### config.mk
export PLATFORM = sky130hd
export DESIGN_NAME = keyin_sequencer_flat
export DESIGN_NICKNAME = d
export VERILOG_FILES = /design/src/rtl/keyin_sequencer_if.sv /design/src/rtl/keyin_sequencer.sv /design/src/flat_wrapper.sv
export SDC_FILE = /design/constraint.sdc
export NUM_CORES = 1
export LEC_CHECK = 0
export BUFFER_PORTS_ARGS = -buffer_cell sky130_fd_sc_hd__buf_2
export CAP_MARGIN = 5
export CORE_MARGIN = 2
export CORE_UTILIZATION = 45
export DETAILED_ROUTE_END_ITERATION = 7
export PLACE_DENSITY = 0.68
export RECOVER_POWER = 100
export SYNTH_ARGS = -nofsm -noshare
export SYNTH_HDL_FRONTEND = slang
export SYNTH_SLANG_ARGS = --single-unit
### constraint.sdc
create_clock -name clk -period 1.9 [get_ports clk]
set_input_delay 0.38 -clock clk [delete_from_list [all_inputs] [get_ports clk]]
set_output_delay 0.38 -clock clk [all_outputs]
set_load 0.02 [all_outputs]
### src/rtl/keyin_sequencer_if.sv
// -----------------------------------------------------------------------------
// keyin_sequencer_if
//   Bundles the request side (start/value_in/op_in) and the key-stream side
//   (enc_out/pressed plus status) of the key-entry sequencer.
//
//   Optional feature macro: KEYSEQ_ABORT_EN adds the 'abort' request line.
//
//   Signals:
//     start     request to send a sequence (sampled only when idle)
//     value_in  16-bit value, [15:12] sent first
//     op_in     operation code latched with the sequence
//     abort     (KEYSEQ_ABORT_EN only) cancel the running sequence
//     enc_out   key code currently presented
//     pressed   key-down strobe
//     op_out    latched operation code
//     busy      sequence in progress
//     done      one-cycle completion pulse
//     err       one-cycle rejection / abort pulse
//     key_idx   1..4 digit, 5 Enter, 0 idle
//   Modports: master drives requests (bench / host), slave is the sequencer.
// -----------------------------------------------------------------------------
interface keyin_sequencer_if;
    logic        start;
    logic [15:0] value_in;
    logic [1:0]  op_in;
`ifdef KEYSEQ_ABORT_EN
    logic        abort;
`endif
    logic [3:0]  enc_out;
    logic        pressed;
    logic [1:0]  op_out;
    logic        busy;
    logic        done;
    logic        err;
    logic [2:0]  key_idx;

`ifdef KEYSEQ_ABORT_EN
    modport master (
        output start, value_in, op_in, abort,
        input  enc_out, pressed, op_out, busy, done, err, key_idx
    );
    modport slave (
        input  start, value_in, op_in, abort,
        output enc_out, pressed, op_out, busy, done, err, key_idx
    );
`else
    modport master (
        output start, value_in, op_in,
        input  enc_out, pressed, op_out, busy, done, err, key_idx
    );
    modport slave (
        input  start, value_in, op_in,
        output enc_out, pressed, op_out, busy, done, err, key_idx
    );
`endif
endinterface

### src/rtl/keyin_sequencer.sv
// -----------------------------------------------------------------------------
// keyin_sequencer
//   Replays a 16-bit value as a timed key-press stream: four hex digits
//   (MSB nibble first) followed by the Enter code. Each key is held pressed
//   for PRESS_CYC cycles and released for GAP_CYC cycles so that the
//   downstream 4-digit-plus-Enter collector registers it exactly once.
//
//   Optional feature macro: KEYSEQ_ABORT_EN (adds bus.abort; cancels a running
//   sequence, pulses err, no done).
//
//   Ports:
//     clk    system clock
//     rst_n  asynchronous active-low reset
//     bus    keyin_sequencer_if.slave (start/value_in/op_in[/abort] in;
//            enc_out/pressed/op_out/busy/done/err/key_idx out, all registered)
//
//   Parameters:
//     PRESS_CYC   cycles pressed is high per key (1..255)
//     GAP_CYC     cycles pressed is low after each key (1..255)
//     ENTER_CODE  code sent as the final key
// -----------------------------------------------------------------------------
module keyin_sequencer #(
    parameter int unsigned PRESS_CYC  = 4,
    parameter int unsigned GAP_CYC    = 4,
    parameter logic [3:0]  ENTER_CODE = 4'hE
) (
    input  logic              clk,
    input  logic              rst_n,
    keyin_sequencer_if.slave  bus
);

    // ARM is the one busy cycle between the accepted start and the first
    // press edge; it lets the first key's code and pressed rise together.
    typedef enum logic [2:0] {
        S_IDLE,
        S_ARM,
        S_PRESS,
        S_GAP,
        S_DONE
    } state_t;

    localparam logic [7:0] PRESS_LOAD = 8'(PRESS_CYC - 1);
    localparam logic [7:0] GAP_LOAD   = 8'(GAP_CYC - 1);
    localparam logic [3:0] EMPTY_CODE = 4'hF;

    state_t      state_q;
    logic [7:0]  cnt_q;
    logic [15:0] value_q;
    logic [3:0]  enc_q;
    logic        pressed_q;
    logic [1:0]  op_q;
    logic        busy_q;
    logic        done_q;
    logic        err_q;
    logic [2:0]  key_q;

    logic [3:0]  next_code_d;
    logic        abort_req;
    logic        abort_hit;

    // 4'hF is the collector's empty code; sending it would stall the collector.
    function automatic logic has_empty(input logic [15:0] v);
        return (v[15:12] == EMPTY_CODE) || (v[11:8] == EMPTY_CODE) ||
               (v[7:4]   == EMPTY_CODE) || (v[3:0]  == EMPTY_CODE);
    endfunction

    function automatic logic [3:0] code_for(input logic [15:0] v, input logic [2:0] k);
        logic [3:0] c;
        case (k)
            3'd1:    c = v[15:12];
            3'd2:    c = v[11:8];
            3'd3:    c = v[7:4];
            3'd4:    c = v[3:0];
            3'd5:    c = ENTER_CODE;
            default: c = EMPTY_CODE;
        endcase
        return c;
    endfunction

    // Code of the key that follows the current one (used on GAP -> PRESS).
    always_comb begin
        next_code_d = code_for(value_q, key_q + 3'd1);
    end

`ifdef KEYSEQ_ABORT_EN
    assign abort_req = bus.abort;
`else
    assign abort_req = 1'b0;
`endif
    assign abort_hit = abort_req && busy_q;

    always_ff @(posedge clk or negedge rst_n) begin
        if (!rst_n) begin
            state_q   <= S_IDLE;
            cnt_q     <= 8'd0;
            value_q   <= 16'd0;
            enc_q     <= EMPTY_CODE;
            pressed_q <= 1'b0;
            op_q      <= 2'd0;
            busy_q    <= 1'b0;
            done_q    <= 1'b0;
            err_q     <= 1'b0;
            key_q     <= 3'd0;
        end else begin
            done_q <= 1'b0;
            err_q  <= 1'b0;
            if (abort_hit) begin
                state_q   <= S_IDLE;
                cnt_q     <= 8'd0;
                enc_q     <= EMPTY_CODE;
                pressed_q <= 1'b0;
                busy_q    <= 1'b0;
                key_q     <= 3'd0;
                err_q     <= 1'b1;
            end else begin
                case (state_q)
                    S_IDLE: begin
                        // abort in the same idle cycle silently swallows start
                        if (bus.start && !abort_req) begin
                            if (has_empty(bus.value_in)) begin
                                err_q <= 1'b1;
                            end else begin
                                value_q <= bus.value_in;
                                op_q    <= bus.op_in;
                                busy_q  <= 1'b1;
                                key_q   <= 3'd1;
                                cnt_q   <= 8'd0;
                                state_q <= S_ARM;
                            end
                        end
                    end
                    S_ARM: begin
                        pressed_q <= 1'b1;
                        enc_q     <= code_for(value_q, key_q);
                        cnt_q     <= PRESS_LOAD;
                        state_q   <= S_PRESS;
                    end
                    S_PRESS: begin
                        if (cnt_q == 8'd0) begin
                            pressed_q <= 1'b0;
                            cnt_q     <= GAP_LOAD;
                            state_q   <= S_GAP;
                        end else begin
                            cnt_q <= cnt_q - 8'd1;
                        end
                    end
                    S_GAP: begin
                        if (cnt_q == 8'd0) begin
                            if (key_q == 3'd5) begin
                                done_q  <= 1'b1;
                                busy_q  <= 1'b0;
                                key_q   <= 3'd0;
                                enc_q   <= EMPTY_CODE;
                                cnt_q   <= 8'd0;
                                state_q <= S_DONE;
                            end else begin
                                // code changes on the press entry edge only
                                key_q     <= key_q + 3'd1;
                                enc_q     <= next_code_d;
                                pressed_q <= 1'b1;
                                cnt_q     <= PRESS_LOAD;
                                state_q   <= S_PRESS;
                            end
                        end else begin
                            cnt_q <= cnt_q - 8'd1;
                        end
                    end
                    S_DONE: begin
                        // start is ignored here; accepted from the next cycle
                        cnt_q   <= 8'd0;
                        state_q <= S_IDLE;
                    end
                    default: begin
                        cnt_q   <= 8'd0;
                        state_q <= S_IDLE;
                    end
                endcase
            end
        end
    end

    assign bus.enc_out = enc_q;
    assign bus.pressed = pressed_q;
    assign bus.op_out  = op_q;
    assign bus.busy    = busy_q;
    assign bus.done    = done_q;
    assign bus.err     = err_q;
    assign bus.key_idx = key_q;

endmodule
### src/flat_wrapper.sv
// flat-port wrapper written by rule: the top's interface ports become plain ports
module keyin_sequencer_flat 
#(
    parameter int unsigned PRESS_CYC  = 4,
    parameter int unsigned GAP_CYC    = 4,
    parameter logic [3:0]  ENTER_CODE = 4'hE
)
  (clk, rst_n, bus_start, bus_value_in, bus_op_in, bus_enc_out, bus_pressed, bus_op_out, bus_busy, bus_done, bus_err, bus_key_idx);
  keyin_sequencer_if bus_i ();
  input  logic clk;
  input  logic rst_n;
  input wire logic [$bits(bus_i.start)-1:0] bus_start;
  input wire logic [$bits(bus_i.value_in)-1:0] bus_value_in;
  input wire logic [$bits(bus_i.op_in)-1:0] bus_op_in;
  output wire logic [$bits(bus_i.enc_out)-1:0] bus_enc_out;
  output wire logic [$bits(bus_i.pressed)-1:0] bus_pressed;
  output wire logic [$bits(bus_i.op_out)-1:0] bus_op_out;
  output wire logic [$bits(bus_i.busy)-1:0] bus_busy;
  output wire logic [$bits(bus_i.done)-1:0] bus_done;
  output wire logic [$bits(bus_i.err)-1:0] bus_err;
  output wire logic [$bits(bus_i.key_idx)-1:0] bus_key_idx;
  assign bus_i.start = bus_start;
  assign bus_i.value_in = bus_value_in;
  assign bus_i.op_in = bus_op_in;
  assign bus_enc_out = bus_i.enc_out;
  assign bus_pressed = bus_i.pressed;
  assign bus_op_out = bus_i.op_out;
  assign bus_busy = bus_i.busy;
  assign bus_done = bus_i.done;
  assign bus_err = bus_i.err;
  assign bus_key_idx = bus_i.key_idx;
  keyin_sequencer #(.PRESS_CYC(PRESS_CYC), .GAP_CYC(GAP_CYC), .ENTER_CODE(ENTER_CODE)) u_core (.clk(clk), .rst_n(rst_n), .bus(bus_i));
endmodule
; Yosys cells after proc, flatten, opt, wreduce, memory -nomap -nowiden
; Index checks and enable logic that the tools add are counted.
[classes]
n_mux = 35
n_bitwise = 1
n_addsub = 2
reduce_logical = 15
eq_ne = 23
[ops]
columns = op, count
row1 = 4-bit case mux with 5 select lines, 2
row2 = 8-bit two-way mux, 4
row3 = 8-bit case mux with 4 select lines, 1
row4 = 3-bit two-way mux, 7
row5 = "3-bit by 2-bit == test with 1-bit output, second input constant", 6
row6 = "4-bit == test, second input constant", 4
row7 = 1-bit two-way mux, 13
row8 = "3-bit == test, second input constant", 4
row9 = 3-bit case mux with 4 select lines, 1
row10 = 4-bit AND reduction, 3
row11 = "3-bit by 1-bit == test with 1-bit output, second input constant", 3
row12 = 8-bit logical NOT, 1
row13 = 4-bit two-way mux, 2
row14 = 4-bit case mux with 2 select lines, 1
row15 = "8-bit by 1-bit subtractor with 8-bit output, second input constant", 1
row16 = "2-bit by 1-bit != test with 1-bit output, second input constant", 3
row17 = "2-bit != test, second input constant", 3
row18 = 3-bit case mux with 2 select lines, 1
row19 = 5-bit AND reduction, 1
row20 = 2-bit AND reduction, 2
row21 = 2-bit nonzero test, 2
row22 = "3-bit by 1-bit adder with 3-bit output, second input constant", 1
row23 = 3-bit logical NOT, 1
row24 = 1-bit logical OR, 3
row25 = other kinds (6), 6
[totals]
output_inout_bits = 13
in_bits = 21
regBits = 40
word_cells = 86

; Longest topological paths before layout
; Gate-level depths: netlist of run 1.
[depth]
word_depth = 7
ltp_mapped = 10
ltp_nobuf = 8

; Worst setup path after synthesis of run 1
; OpenSTA, ideal clock, no wires.
[synth_path]
path_type = flip-flop to flip-flop
start = register u_core.key_q[2], in the netlist u_core.bus.key_idx[2]
end = register u_core.enc_q[0], in the netlist u_core.bus.enc_out[0]
stages_incl_launch_ff = 10
path_buffers = 3
required_ns = 1.823
synth_period_minus_slack_ns = 2.110
arrival_time_ns = 2.033
path_slack_ns = -0.210
cell_sequence = dfrtp_1 > buf_6 > clkbuf_1 > inv_1 > ha_1 > clkbuf_1 > o21ai_0 > a221oi_1 > a311oi_1 > a21o_1
[synth_between]
elab_chain_len = 6
word_cells_on_any_way = 16
classes_between = 1 x add/sub / 10 x eq/ne / 5 x mux
[synth_rtl]
columns = element, line_no
row1 = "start, declared", keyin_sequencer.sv:55  ; logic [2:0] key_q;
row2 = "start signal, assigned", keyin_sequencer.sv:158  ; key_q <= key_q + 3'd1;
row3 = 3-bit by 1-bit adder with 3-bit output, keyin_sequencer.sv:82  ; next_code_d = code_for(value_q, key_q + 3'd1);
row4 = 3-bit == test (tied with other cells), keyin_sequencer.sv:69  ; case (k)
row5 = 4-bit case mux with 5 select lines, keyin_sequencer.sv:69
row6 = 4-bit two-way mux, keyin_sequencer.sv:149  ; if (key_q == 3'd5) begin
row7 = 4-bit two-way mux, keyin_sequencer.sv:148  ; if (cnt_q == 8'd0) begin
row8 = 4-bit case mux with 2 select lines *, keyin_sequencer.sv:116  ; case (state_q)
row9 = "end signal, assigned", keyin_sequencer.sv:134  ; enc_q <= code_for(value_q, key_q);
row10 = "end signal, assigned", keyin_sequencer.sv:159  ; enc_q <= next_code_d;
row11 = "end, declared", keyin_sequencer.sv:49  ; logic [3:0] enc_q;
; Every way passes the cells marked *; elsewhere a longest branch is shown, timed or not. The select of a mux whose other input is x is not followed.
; A chain may end at the register's enable or synchronous reset.

; Final worst setup path of run 1
[layout_path]
start = register u_core.cnt_q[1]
end = register u_core.cnt_q[1]
[layout_between]
elab_chain_len = 3
word_cells_on_any_way = 5
classes_between = 1 x add/sub / 3 x mux / 1 x reduce/logical
[layout_rtl]
columns = element, line_no
row1 = "start, declared", keyin_sequencer.sv:47  ; logic [7:0] cnt_q;
row2 = "start signal, assigned", keyin_sequencer.sv:144  ; cnt_q <= cnt_q - 8'd1;
row3 = "start signal, assigned", keyin_sequencer.sv:165  ; cnt_q <= cnt_q - 8'd1;
row4 = 8-bit by 1-bit subtractor with 8-bit output or 8-bit logical NOT (tied branches), --
row5 = "8-bit two-way mux, on equally long branches", "keyin_sequencer.sv:148, keyin_sequencer.sv:139"
row6 = 8-bit case mux with 4 select lines *, keyin_sequencer.sv:116
; Every way passes the cells marked *; elsewhere a longest branch is shown, timed or not.

==> results of run 1 <==
-- path summary, 6_finish.rpt --
kind | cells after the start | endpoint
setup / recovery | 7 | u_core.cnt_q[1]$_DFFE_PN0P_
hold / removal | 2 | u_core.value_q[8]$_DFFE_PN0P_
setup reg to reg | 7 | u_core.cnt_q[1]$_DFFE_PN0P_
hold reg to reg | 2 | u_core.bus.enc_out[2]$_DFFE_PN1P_
max in group asynchronous | 2 | u_core.bus.key_idx[1]$_DFFE_PN0P_
min in group clk | 2 | u_core.bus.op_out[1]$_DFFE_PN0P_
-- worst register-to-register path, stage by stage, from the launching register on --
cell,delay [ns]
sky130_fd_sc_hd__dfrtp_1,0.40
sky130_fd_sc_hd__inv_2,0.09
sky130_fd_sc_hd__ha_4,0.12
sky130_fd_sc_hd__or4b_4,0.47
sky130_fd_sc_hd__or2_4,0.29
sky130_fd_sc_hd__nor3_4,0.12
sky130_fd_sc_hd__nor3_2,0.07
sky130_fd_sc_hd__a22o_1,0.20
-- cells in the mapped netlist (3+ instances only) --
cell type / number
sky130_fd_sc_hd__a21o_1: 5
sky130_fd_sc_hd__a21oi_1: 13
sky130_fd_sc_hd__buf_4: 3
sky130_fd_sc_hd__buf_6: 3
sky130_fd_sc_hd__clkbuf_1: 5
sky130_fd_sc_hd__dfrtp_1: 36
sky130_fd_sc_hd__dfstp_2: 4
sky130_fd_sc_hd__ha_1: 3
sky130_fd_sc_hd__inv_1: 10
sky130_fd_sc_hd__mux2_2: 19
sky130_fd_sc_hd__nand2_1: 17
sky130_fd_sc_hd__nand2b_1: 3
sky130_fd_sc_hd__nand3_1: 5
sky130_fd_sc_hd__nand3b_1: 5
sky130_fd_sc_hd__nand4_1: 5
sky130_fd_sc_hd__nor2_1: 18
sky130_fd_sc_hd__nor3_1: 6
sky130_fd_sc_hd__o21ai_0: 18
-- per-stage QoR --
step           instance area (sq um)  setup slack (ns)  util, %  setup TNS [ns]
2_1_floorplan                   2230           0.00342        -               0
3_3_place_gp                    2510            0.0397     53.2               0
3_5_place_dp                    2510           -0.0415     53.2         -0.0961
4_1_cts                         2650           0.00236     56.2               0
5_1_grt                         2680           -0.0570     56.6          -0.197
6_report                        2680            0.0284     56.6               0
-- layer usage --
metal	share of wire, %	wire length (um)	track usage, %	up-vias
met4	0.99	51	5.45	0
met1	48	2480	31.6	934
met5	0	0	0	-
li1	-	-	-	912
met3	4.0	206	3.79	6
met2	47	2400	31.2	42
-- placed cells by master (no fill, tap or decap), types with 5 or more instances in the layout --
cell type	count
sky130_fd_sc_hd__a21o_1	5
sky130_fd_sc_hd__a21oi_1	13
sky130_fd_sc_hd__buf_2	23
sky130_fd_sc_hd__buf_4	14
sky130_fd_sc_hd__clkbuf_1	10
sky130_fd_sc_hd__clkbuf_8	5
sky130_fd_sc_hd__dfrtp_1	35
sky130_fd_sc_hd__inv_1	8
sky130_fd_sc_hd__mux2_2	19
sky130_fd_sc_hd__nand2_1	16
sky130_fd_sc_hd__nand3b_1	5
sky130_fd_sc_hd__nand4_1	5
sky130_fd_sc_hd__nor2_1	16
sky130_fd_sc_hd__o21ai_0	17
-- sequential cells by signal, indices dropped and copies added, names as in the netlist --
signal / count
u_core.bus.key_idx: 3
u_core.cnt_q: 8
u_core.bus.busy: 1
u_core.state_q: 3
u_core.bus.done: 1
u_core.bus.enc_out: 4
u_core.bus.err: 1
u_core.bus.pressed: 1
u_core.value_q: 16
u_core.bus.op_out: 2
-- area by class of cell --
cell class | count | area, sq um | area share [%]
multi-input cells | 160 | 1140 | 42.5
flip-flops and latches | 40 | 1010 | 37.7
repair buffers | 50 | 294 | 11.0
well taps | 67 | 83.8 | 3.13
clock buffers | 5 | 68.8 | 2.57
clock inverters | 3 | 47.5 | 1.78
inverters | 10 | 37.5 | 1.40
-- logic make-up after synthesis --
logic type      Yosys count  share of synthesized area (%)
simple gates             74                           17.9
compound gates           63                           19.1
mux                      20                           10.2
fa+ha+maj                 3                           1.70
flops                    40                           45.6
buf+inv                  23                           5.56
-- power by group --
group	leakage, nW	internal, W	total [W]	switching (W)
Combinational	0.643	0.000880	0.00195	0.00107
Clock	0.0583	0.000396	0.000715	0.000319
Sequential	0.477	0.00124	0.00153	0.000287
Total	1.18	0.00252	0.00419	0.00167
-- repair_timing --
item                                   in CTS  in global routing
endpoints found under the hold margin       0                  0
setup endpoints to repair                   4                 15
buffers inserted                            1                  2
resized for setup                           5                  9
pin swaps                                   2                  2
==> results.rst, run 1 <==
.. list-table::
   :header-rows: 1

   * - Metric
     - Value
   * - Fill cell total of the finished layout
     - 415
   * - Average routed wire per standard cell
     - 15.3 um
   * - WP data arrival
     - 2.05 ns
   * - Drt pass-1 iters
     - 7
   * - Proportion of synthesized flip-flops having asynchronous set or reset
     - 100%
   * - Final Max Slew Viols
     - 0
   * - Final worst path period share
     - 98.5%
   * - Vias
     - 1,894
   * - Kind of critical path
     - flip-flop to flip-flop
   * - Crit path buf inv count
     - 1
   * - Number of hold-repair buffers added at the cts stage
     - 0
   * - First-pass GRT wire length
     - 8710 um
   * - Worst hold path type
     - input port to async pin
   * - Top area cells in the synthesized netlist
     - sky130_fd_sc_hd__dfrtp_1 41%, sky130_fd_sc_hd__mux2_2 9.7%, sky130_fd_sc_hd__dfstp_2 4.8%
   * - Synth unique cells
     - 50
   * - Iteration-0 DRC Markers
     - 186
   * - Die footprint
     - 0.00548 sq mm
   * - Total of buffers placed on input and output ports
     - 33
   * - DR DRC count
     - 0
   * - Clk_lat worst skew
     - 0.30 ns
   * - #FFs+latches synth
     - 40
   * - Setup repair after global routing missed its margin
     - true
   * - Slowest library cell on the worst path
     - sky130_fd_sc_hd__or4b_4
   * - Endpoint class of the critical path
     - flip-flop
   * - Horizontal extent of the die
     - 74.0 um
   * - Clock sinks
     - 40
   * - Area growth from synthesis to layout
     - 21.3%
   * - Core footprint
     - 0.00472 sq mm
   * - Post-layout instance count excluding filler cells
     - 335
   * - Reg-to-Reg Start
     - u_core.cnt_q[1]$_DFFE_PN0P_
   * - Synth Flop Type
     - sky130_fd_sc_hd__dfrtp_1
   * - Total routed wirelength
     - 5130 um
   * - Register-to-register setup slack
     - 0.03 ns
   * - LEAKAGE
     - 1.18 nW
   * - Dominant cell type by area after synthesis
     - sky130_fd_sc_hd__dfrtp_1
   * - Number of hold violations in the final report
     - 0
   * - Power Dens Cells
     - 1570 mW/mm^2
   * - Worst-case hold slack
     - 0.311 ns
   * - TritonCTS Buffers
     - 5
   * - Required time worst endpoint
     - 2.08 ns
   * - Cell area after technology mapping
     - 0.00221 sq mm
   * - N_diodes
     - 0
   * - Instance count of the mapped netlist
     - 223
   * - Status
     - finished, final reports clean
   * - Number of H-tree branching levels
     - 2
   * - Post-detailed-route via-to-cell ratio
     - 5.65
   * - Clock skew after layout
     - 0.0139 ns
   * - Placer's final routability congestion estimate
     - 0.863
   * - Worst VDD drop
     - 0.717 mV
   * - Count of nets after finishing
     - 291
   * - Share of cells above drive strength 1
     - 33.2%
   * - CP cell instances
     - inv_2 -> ha_4 -> or4b_4 -> or2_4 -> nor3_4 -> nor3_2 -> a22o_1
   * - Worst-case clock buffer depth
     - 2
   * - DP HPWL
     - 3640 um
   * - Syn nets
     - 247
   * - Final setup violation count
     - 0
   * - Worst slew margin relative to its limit
     - 33.3%
   * - Number of enable flip-flop cells after synthesis
     - 0
   * - Buffer cell driving the clock tree root
     - sky130_fd_sc_hd__clkbuf_8
   * - Max-capacitance violation count
     - 0
   * - Share of the synthesized area in the top cell type
     - 40.8%
   * - Warning count from the yosys run
     - 0
   * - Avg Cell Area, Syn
     - 9.89 sq um
   * - Sum of internal, switching and leakage power
     - 0.00419 W
   * - Global Route Usage Sum
     - 20.9%
   * - Initial antenna violation count
     - 0
   * - Crit path launch type
     - flip-flop
   * - Delay-heaviest family, CP
     - simple AND/OR/NAND/NOR gates
   * - Launch point of the worst path
     - u_core.cnt_q[1]$_DFFE_PN0P_
   * - Proportion of synthesized chip area in sequential cells
     - 45.6%
   * - Maximum single-stage delay on the critical path
     - 0.47 ns
   * - Standard-cell row count
     - 25
   * - Clock transition at the registers of the reported paths
     - 0.09 ns
   * - Routed Antenna Nets
     - 0
   * - Maximum fanout encountered on the critical timing path
     - 4
   * - Actual slew at the worst max-slew pin
     - 1.00 ns
   * - Congestion Overflow GR
     - 0
   * - Minimum clock period after layout
     - 1.87 ns
   * - Largest net degree at the start of global routing
     - 41
   * - CTS tree
     - yes
   * - Cell total after placement
     - 324
   * - Via count of the first global-routing pass
     - 1,737
   * - Starting utilization of the core area
     - 46.7%
   * - Vertical extent of the die
     - 74.0 um
   * - Maximum operating frequency
     - 534 MHz
   * - Top-level I/O count
     - 34
No activity file was read; power rests on OpenSTA's default activity.
==> run 2: changes to the inputs <==
--- a/config.mk
+++ b/config.mk
@@ -9,8 +9,10 @@
 export CAP_MARGIN = 5
 export CORE_MARGIN = 2
 export CORE_UTILIZATION = 45
+export CTS_CLUSTER_DIAMETER = 200
+export CTS_CLUSTER_SIZE = 8
 export DETAILED_ROUTE_END_ITERATION = 7
-export PLACE_DENSITY = 0.68
+export PLACE_DENSITY = 0.66
 export RECOVER_POWER = 100
 export SYNTH_ARGS = -nofsm -noshare
 export SYNTH_HDL_FRONTEND = slang
==> constraint.sdc (replaced) <==
create_clock -name clk -period 2 [get_ports clk]
set_input_delay 0.4 -clock clk [delete_from_list [all_inputs] [get_ports clk]]
set_output_delay 0.4 -clock clk [all_outputs]
set_load 0.02 [all_outputs]
==> run 2 against run 1 <==
Combinational power fell by 11%. Critical path type unchanged. Final area fell by 3.9%. First-iteration DRC count fell by 5.9%. Clock power fell by 23%. Fmax fell by 1.8%. Non-clock buffer count fell by 4. Setup slack improved by 0.066 ns. Largest cell class unchanged.
==> results.rst, run 2 (synthesis results as in run 1) <==
.. list-table::
   :header-rows: 1

   * - Metric
     - Value
   * - Number of hold-repair buffers added at the cts stage
     - 0
   * - Max FFs per register
     - 16
   * - Buffer cell driving the clock tree root
     - sky130_fd_sc_hd__clkbuf_8
   * - Maximum operating frequency
     - 525 MHz
   * - Crit path launch type
     - flip-flop
   * - Top-level I/O count
     - 34
   * - First-pass GRT wire length
     - 8260 um
   * - Count of nets after finishing
     - 287
   * - Reg2Reg Depth
     - 7
   * - Reg-to-Reg Start
     - u_core.cnt_q[1]$_DFFE_PN0P_
   * - Post-detailed-route via-to-cell ratio
     - 5.57
   * - Post-layout instance count excluding filler cells
     - 331
   * - Clk_lat worst skew
     - 0.29 ns
   * - Global Route Usage Sum
     - 19.9%
   * - Most used cells in the layout excluding fill and tap cells
     - 35 x sky130_fd_sc_hd__dfrtp_1, 22 x sky130_fd_sc_hd__buf_2, 19 x sky130_fd_sc_hd__mux2_2, 18 x sky130_fd_sc_hd__o21ai_0
   * - CTS tree
     - yes
   * - Worst-case hold slack
     - 0.298 ns
   * - Number of hold violations in the final report
     - 0
   * - Clock transition at the registers of the reported paths
     - 0.07 ns
   * - Final worst path period share
     - 95.3%
   * - Design area
     - 0.00257 sq mm
   * - Placement-stage cell area
     - 0.00247 sq mm
   * - Storage element area
     - 0.00101 sq mm
   * - Starting utilization of the core area
     - 46.7%
   * - LEAKAGE
     - 1.14 nW
   * - Multi-input combinational cell area
     - 0.00110 sq mm
   * - Status
     - finished, final reports clean
   * - Iteration-0 DRC Markers
     - 175
   * - Standard-cell row count
     - 25
   * - Share of cells above drive strength 1
     - 28.4%
   * - Minimum clock period after layout
     - 1.91 ns
   * - Core footprint
     - 0.00472 sq mm
   * - Worst VDD drop
     - 0.687 mV
   * - TritonCTS Buffers
     - 5
   * - Via count of the first global-routing pass
     - 1,716
   * - Vertical extent of the die
     - 74.0 um
   * - WP data arrival
     - 2.07 ns
   * - Portion of total power attributed to sequential cells
     - 39.0%
   * - Drt pass-1 iters
     - 4
   * - Total of buffers placed on input and output ports
     - 33
   * - Placer's final routability congestion estimate
     - 0.824
   * - Fill cell total of the finished layout
     - 452
   * - Largest Register
     - u_core.value_q
   * - Number of H-tree branching levels
     - 2
   * - Pint
     - 0.00224 W
   * - Net switching power
     - 0.00149 W
   * - Area growth from synthesis to layout
     - 16.6%
   * - Final Max Slew Viols
     - 0
   * - Cell total after placement
     - 321
   * - Routed Antenna Nets
     - 0
   * - Clock skew after layout
     - 0.00573 ns
   * - Fraction of power spent switching nets
     - 40.0%
   * - Die footprint
     - 0.00548 sq mm
   * - Part of the power in combinational logic
     - 46.3%
   * - Aggregate negative setup slack
     - 0 ns
   * - Worst hold path type
     - input port to async pin
   * - Worst setup path endpoint
     - u_core.bus.key_idx[1]$_DFFE_PN0P_
   * - Worst slew margin relative to its limit
     - 25.8%
   * - Worst-case clock buffer depth
     - 2
   * - Average routed wire per standard cell
     - 14.7 um
   * - Worst Setup Slack, final
     - 0.0949 ns
   * - Maximum fanout encountered on the critical timing path
     - 4
   * - Clock power share
     - 14.6%
   * - Most common library cell in the layout ignoring fill and taps
     - sky130_fd_sc_hd__dfrtp_1
   * - DR DRC count
     - 0
   * - Vias
     - 1,845
   * - Max-capacitance violation count
     - 0
   * - Initial antenna violation count
     - 0
   * - Crit Reg-Reg Endpoint
     - u_core.bus.key_idx[1]$_DFFE_PN0P_
   * - Total routed wirelength
     - 4860 um
   * - Clock sinks
     - 40
   * - Horizontal extent of the die
     - 74.0 um
   * - Required time worst endpoint
     - 2.16 ns
   * - Launch point of the worst path
     - u_core.cnt_q[1]$_DFFE_PN0P_
   * - Final setup violation count
     - 0
   * - Kind of critical path
     - flip-flop to flip-flop
   * - Register-to-register setup slack
     - 0.09 ns
   * - Congestion Overflow GR
     - 0
   * - N_diodes
     - 0
   * - Actual slew at the worst max-slew pin
     - 1.11 ns
   * - Power Dens Cells
     - 1450 mW/mm^2
   * - Endpoint class of the critical path
     - flip-flop
   * - Placement Setup Slack
     - 0.0539 ns
   * - DP HPWL
     - 3530 um
   * - Largest net degree at the start of global routing
     - 25
==> run 2: changes by cell type in the layout (fill, tap and decap cells not counted), sizes merged <==
cell    before  now
clkinv       2    0
bufinv       1    0
buf         39   33
clkbuf      16   21
==> run 2: area by class of cell <==
type	instances	area share [%]
Multi-Input combinational cell	160	42.6
Clock buffer	8	3.50
Sequential cell	40	39.2
Timing Repair Buffer	46	9.98
Tap cell	67	3.26
Inverter	10	1.46
==> run 2: repair_timing <==
item,CTS,global route
setup endpoints to repair,0,8
gates resized for setup,0,5
buffers inserted,0,2
==> run 2: critical path, stage by stage (launching register included) <==
cell                      delay [ns]
sky130_fd_sc_hd__dfrtp_1        0.41
sky130_fd_sc_hd__inv_2          0.07
sky130_fd_sc_hd__ha_1           0.12
sky130_fd_sc_hd__or4b_4         0.48
sky130_fd_sc_hd__or2_4          0.30
sky130_fd_sc_hd__nor2_2         0.17
sky130_fd_sc_hd__o32a_1         0.15
sky130_fd_sc_hd__o21ai_0        0.07
==> run 2: layer usage <==
| metal | up-vias | share of wire [%] | routed length [um] | track usage [%] |
|---|---|---|---|---|
| li1 | 900 | - | - | - |
| met1 | 889 | 49 | 2400 | 29.2 |
| met2 | 50 | 44 | 2150 | 29.1 |
| met3 | 6 | 5.0 | 241 | 4.34 |
| met4 | 0 | 1.5 | 72 | 6.87 |
| met5 | - | 0 | 0 | 0 |
==> run 2: per-stage QoR <==
stage	power [W]	utilization [%]
floorplan	0.00274	-
global placement	0.00314	52.3
detailed placement	0.00317	52.3
CTS	0.00373	54.2
global route	0.00403	54.4
finish	0.00374	54.4
==> run 2: worst min-delay path by stage <==
stage | startpoint | endpoint | depth (start not counted)
2_1_floorplan | rst_n | u_core.bus.busy$_DFFE_PN0P_ | 0
3_5_place_dp | rst_n | u_core.value_q[12]$_DFFE_PN0P_ | 1
3_3_place_gp | rst_n | u_core.value_q[8]$_DFFE_PN0P_ | 1
4_1_cts | rst_n | u_core.bus.op_out[0]$_DFFE_PN0P_ | 1
5_1_grt | bus_op_in[1] | u_core.bus.op_out[1]$_DFFE_PN0P_ | 2
6_report | rst_n | u_core.value_q[12]$_DFFE_PN0P_ | 1
==> run 2: power groups by stage <==
stage	Clock (W)	Sequential, W	Combinational [W]
4_1_cts	0.000563	0.00145	0.00172
6_report	0.000547	0.00146	0.00173
3_3_place_gp	0	0.00145	0.00169
5_1_grt	0.000598	0.00149	0.00194
3_5_place_dp	0	0.00146	0.00172
2_1_floorplan	0	0.00151	0.00123
==> run 3: changes to the inputs <==
--- a/config.mk
+++ b/config.mk
@@ -6,10 +6,9 @@
 export NUM_CORES = 1
 export LEC_CHECK = 0
 export BUFFER_PORTS_ARGS = -buffer_cell sky130_fd_sc_hd__buf_2
-export CAP_MARGIN = 5
 export CORE_MARGIN = 2
 export CORE_UTILIZATION = 45
-export CTS_CLUSTER_DIAMETER = 200
+export CTS_CLUSTER_DIAMETER = 100
 export CTS_CLUSTER_SIZE = 8
 export DETAILED_ROUTE_END_ITERATION = 7
 export PLACE_DENSITY = 0.66
==> constraint.sdc (replaced) <==
create_clock -name clk -period 2.5 [get_ports clk]
set_input_delay 0.5 -clock clk [delete_from_list [all_inputs] [get_ports clk]]
set_output_delay 0.5 -clock clk [all_outputs]
set_load 0.02 [all_outputs]
==> run 3 against run 2 <==
Via count down 1.3%. Utilization is 2.1 points lower. Die area stayed put. Clock power shrank 18%. Total power fell by 21%. Global-route usage rose by 1.1 points. Setup slack better by 0.34 ns. Count of clock-buffer cells in the layout is 2 lower. Hold slack better by 0.046 ns. Critical endpoint unchanged.
==> results.rst, run 3 (synthesis results as in run 1) <==
.. list-table::
   :header-rows: 1

   * - Metric
     - Value
   * - Number of hold-repair buffers added at the cts stage
     - 0
   * - Vias
     - 1,821
   * - Status
     - finished, final reports clean
   * - Via count of the first global-routing pass
     - 1,782
   * - Number of setup buffers added after CTS
     - 0
   * - Aggregate negative setup slack
     - 0 ns
   * - Worst-case clock buffer depth
     - 2
   * - Clk_lat worst skew
     - 0.30 ns
   * - Placer's final routability congestion estimate
     - 0.815
   * - Endpoint class of the critical path
     - flip-flop
   * - Worst setup path endpoint
     - u_core.bus.key_idx[1]$_DFFE_PN0P_
   * - Levels on crit path
     - 7
   * - Most common library cell in the layout ignoring fill and taps
     - sky130_fd_sc_hd__dfrtp_1
   * - Core footprint
     - 0.00472 sq mm
   * - First-pass GRT wire length
     - 8740 um
   * - Reg2Reg Depth
     - 7
   * - Final Max Slew Viols
     - 0
   * - Standard-cell row count
     - 25
   * - Crit path launch type
     - flip-flop
   * - Worst hold path type
     - input port to async pin
   * - Maximum fanout encountered on the critical timing path
     - 5
   * - DR DRC count
     - 0
   * - Fill cell total of the finished layout
     - 461
   * - Setup repair after global routing missed its margin
     - false
   * - Power Dens Cells
     - 1190 mW/mm^2
   * - Resized Gates After CTS
     - 0
   * - Placement Setup Slack
     - 0.515 ns
   * - Kind of critical path
     - flip-flop to flip-flop
   * - Actual slew at the worst max-slew pin
     - 0.980 ns
   * - Congestion Overflow GR
     - 0
   * - Number of H-tree branching levels
     - 2
   * - Top-level I/O count
     - 34
   * - Final worst path period share
     - 82.5%
   * - Global Route Usage Sum
     - 20.9%
   * - Crit Reg-Reg Endpoint
     - u_core.bus.key_idx[1]$_DFFE_PN0P_
   * - Largest Register
     - u_core.value_q
   * - LEAKAGE
     - 1.09 nW
   * - Storage element area
     - 0.00101 sq mm
   * - Die footprint
     - 0.00548 sq mm
   * - Required time worst endpoint
     - 2.67 ns
   * - DP HPWL
     - 3480 um
   * - CTS tree
     - yes
   * - Clock transition at the registers of the reported paths
     - 0.08 ns
   * - Max FFs per register
     - 16
   * - Average routed wire per standard cell
     - 15.3 um
   * - Delay-heaviest family, CP
     - simple AND/OR/NAND/NOR gates
   * - Max-capacitance violation count
     - 0
   * - Area growth from synthesis to layout
     - 12.1%
   * - Count of nets after finishing
     - 279
   * - Drt pass-1 iters
     - 4
   * - Clock skew after layout
     - 0.00982 ns
   * - Clock sinks
     - 40
   * - Number of hold violations in the final report
     - 0
   * - TritonCTS Buffers
     - 5
   * - N_diodes
     - 0
   * - Initial antenna violation count
     - 0
   * - Crit path buf inv count
     - 1
   * - WP data arrival
     - 2.23 ns
   * - CP cell instances
     - inv_1 -> ha_1 -> or4b_4 -> or2_0 -> nor2_1 -> o32a_1 -> o21ai_0
   * - Multi-input combinational cell area
     - 0.00107 sq mm
   * - Worst Setup Slack, final
     - 0.437 ns
   * - Most used cells in the layout excluding fill and tap cells
     - 36 x sky130_fd_sc_hd__dfrtp_1, 22 x sky130_fd_sc_hd__buf_2, 19 x sky130_fd_sc_hd__mux2_2, 19 x sky130_fd_sc_hd__o21ai_0
   * - Vertical extent of the die
     - 74.0 um
   * - Sum of internal, switching and leakage power
     - 0.00294 W
   * - Post-detailed-route via-to-cell ratio
     - 5.64
   * - Minimum clock period after layout
     - 2.06 ns
   * - Buffer cell driving the clock tree root
     - sky130_fd_sc_hd__clkbuf_8
   * - Horizontal extent of the die
     - 74.0 um
   * - Worst VDD drop
     - 0.428 mV
   * - Largest net degree at the start of global routing
     - 41
   * - Starting utilization of the core area
     - 46.7%
   * - Iteration-0 DRC Markers
     - 123
   * - Final setup violation count
     - 0
   * - Total routed wirelength
     - 4950 um
   * - Maximum single-stage delay on the critical path
     - 0.48 ns
   * - Launch point of the worst path
     - u_core.cnt_q[0]$_DFFE_PN0P_
   * - Total of buffers placed on input and output ports
     - 33
   * - Reg-to-Reg Start
     - u_core.cnt_q[0]$_DFFE_PN0P_
   * - Worst slew margin relative to its limit
     - 34.7%
   * - Routed Antenna Nets
     - 0
   * - Share of cells above drive strength 1
     - 24.2%
   * - Register-to-register setup slack
     - 0.44 ns
   * - Slowest library cell on the worst path
     - sky130_fd_sc_hd__or4b_4
   * - Maximum operating frequency
     - 485 MHz
   * - Fraction of the core area covered by cells at the end of the flow
     - 52.4%
==> run 3: power by group <==
group          leakage [nW]  internal (W)  switching, W
clock                0.0510      0.000220      0.000229
sequential            0.477      0.000941      0.000229
combinational         0.563      0.000587      0.000734
==> run 3: final cells by class <==
type | instances | area share [%]
Clock buffer | 6 | 3.34
Clock inverter | 2 | 0.405
Inverter | 10 | 1.52
Multi-Input combinational cell | 160 | 43.4
Sequential cell | 40 | 40.7
Tap cell | 67 | 3.39
Timing Repair Buffer | 38 | 7.28
==> run 3: how the worst min path moves through the flow <==
stage	cells after the start	slack [ns]	start	endpoint
4_1_cts	1	0.35	rst_n	u_core.value_q[4]$_DFFE_PN0P_
2_1_floorplan	0	0.20	rst_n	u_core.bus.busy$_DFFE_PN0P_
3_3_place_gp	2	0.47	u_core.bus.enc_out[2]$_DFFE_PN1P_	u_core.bus.enc_out[2]$_DFFE_PN1P_
5_1_grt	2	0.44	bus_op_in[0]	u_core.bus.op_out[0]$_DFFE_PN0P_
6_report	1	0.34	rst_n	u_core.value_q[12]$_DFFE_PN0P_
3_5_place_dp	2	0.47	u_core.bus.enc_out[2]$_DFFE_PN1P_	u_core.bus.enc_out[2]$_DFFE_PN1P_
==> run 3: routing by layer <==
metal,vias up,GRT usage (%),wire length [um]
li1,891,-,-
met1,875,32.0,2440
met2,49,29.7,2150
met3,6,3.12,283
met4,0,8.89,73
met5,-,0,0
==> run 3: metrics by stage <==
stage / std cells / instance area [sq um] / hold slack, ns
2_1_floorplan: 223 / 2210 / 0.204
3_3_place_gp: 315 / 2410 / 0.473
3_5_place_dp: 315 / 2410 / 0.470
4_1_cts: 323 / 2500 / 0.347
5_1_grt: 323 / 2470 / 0.436
6_report: 323 / 2470 / 0.344
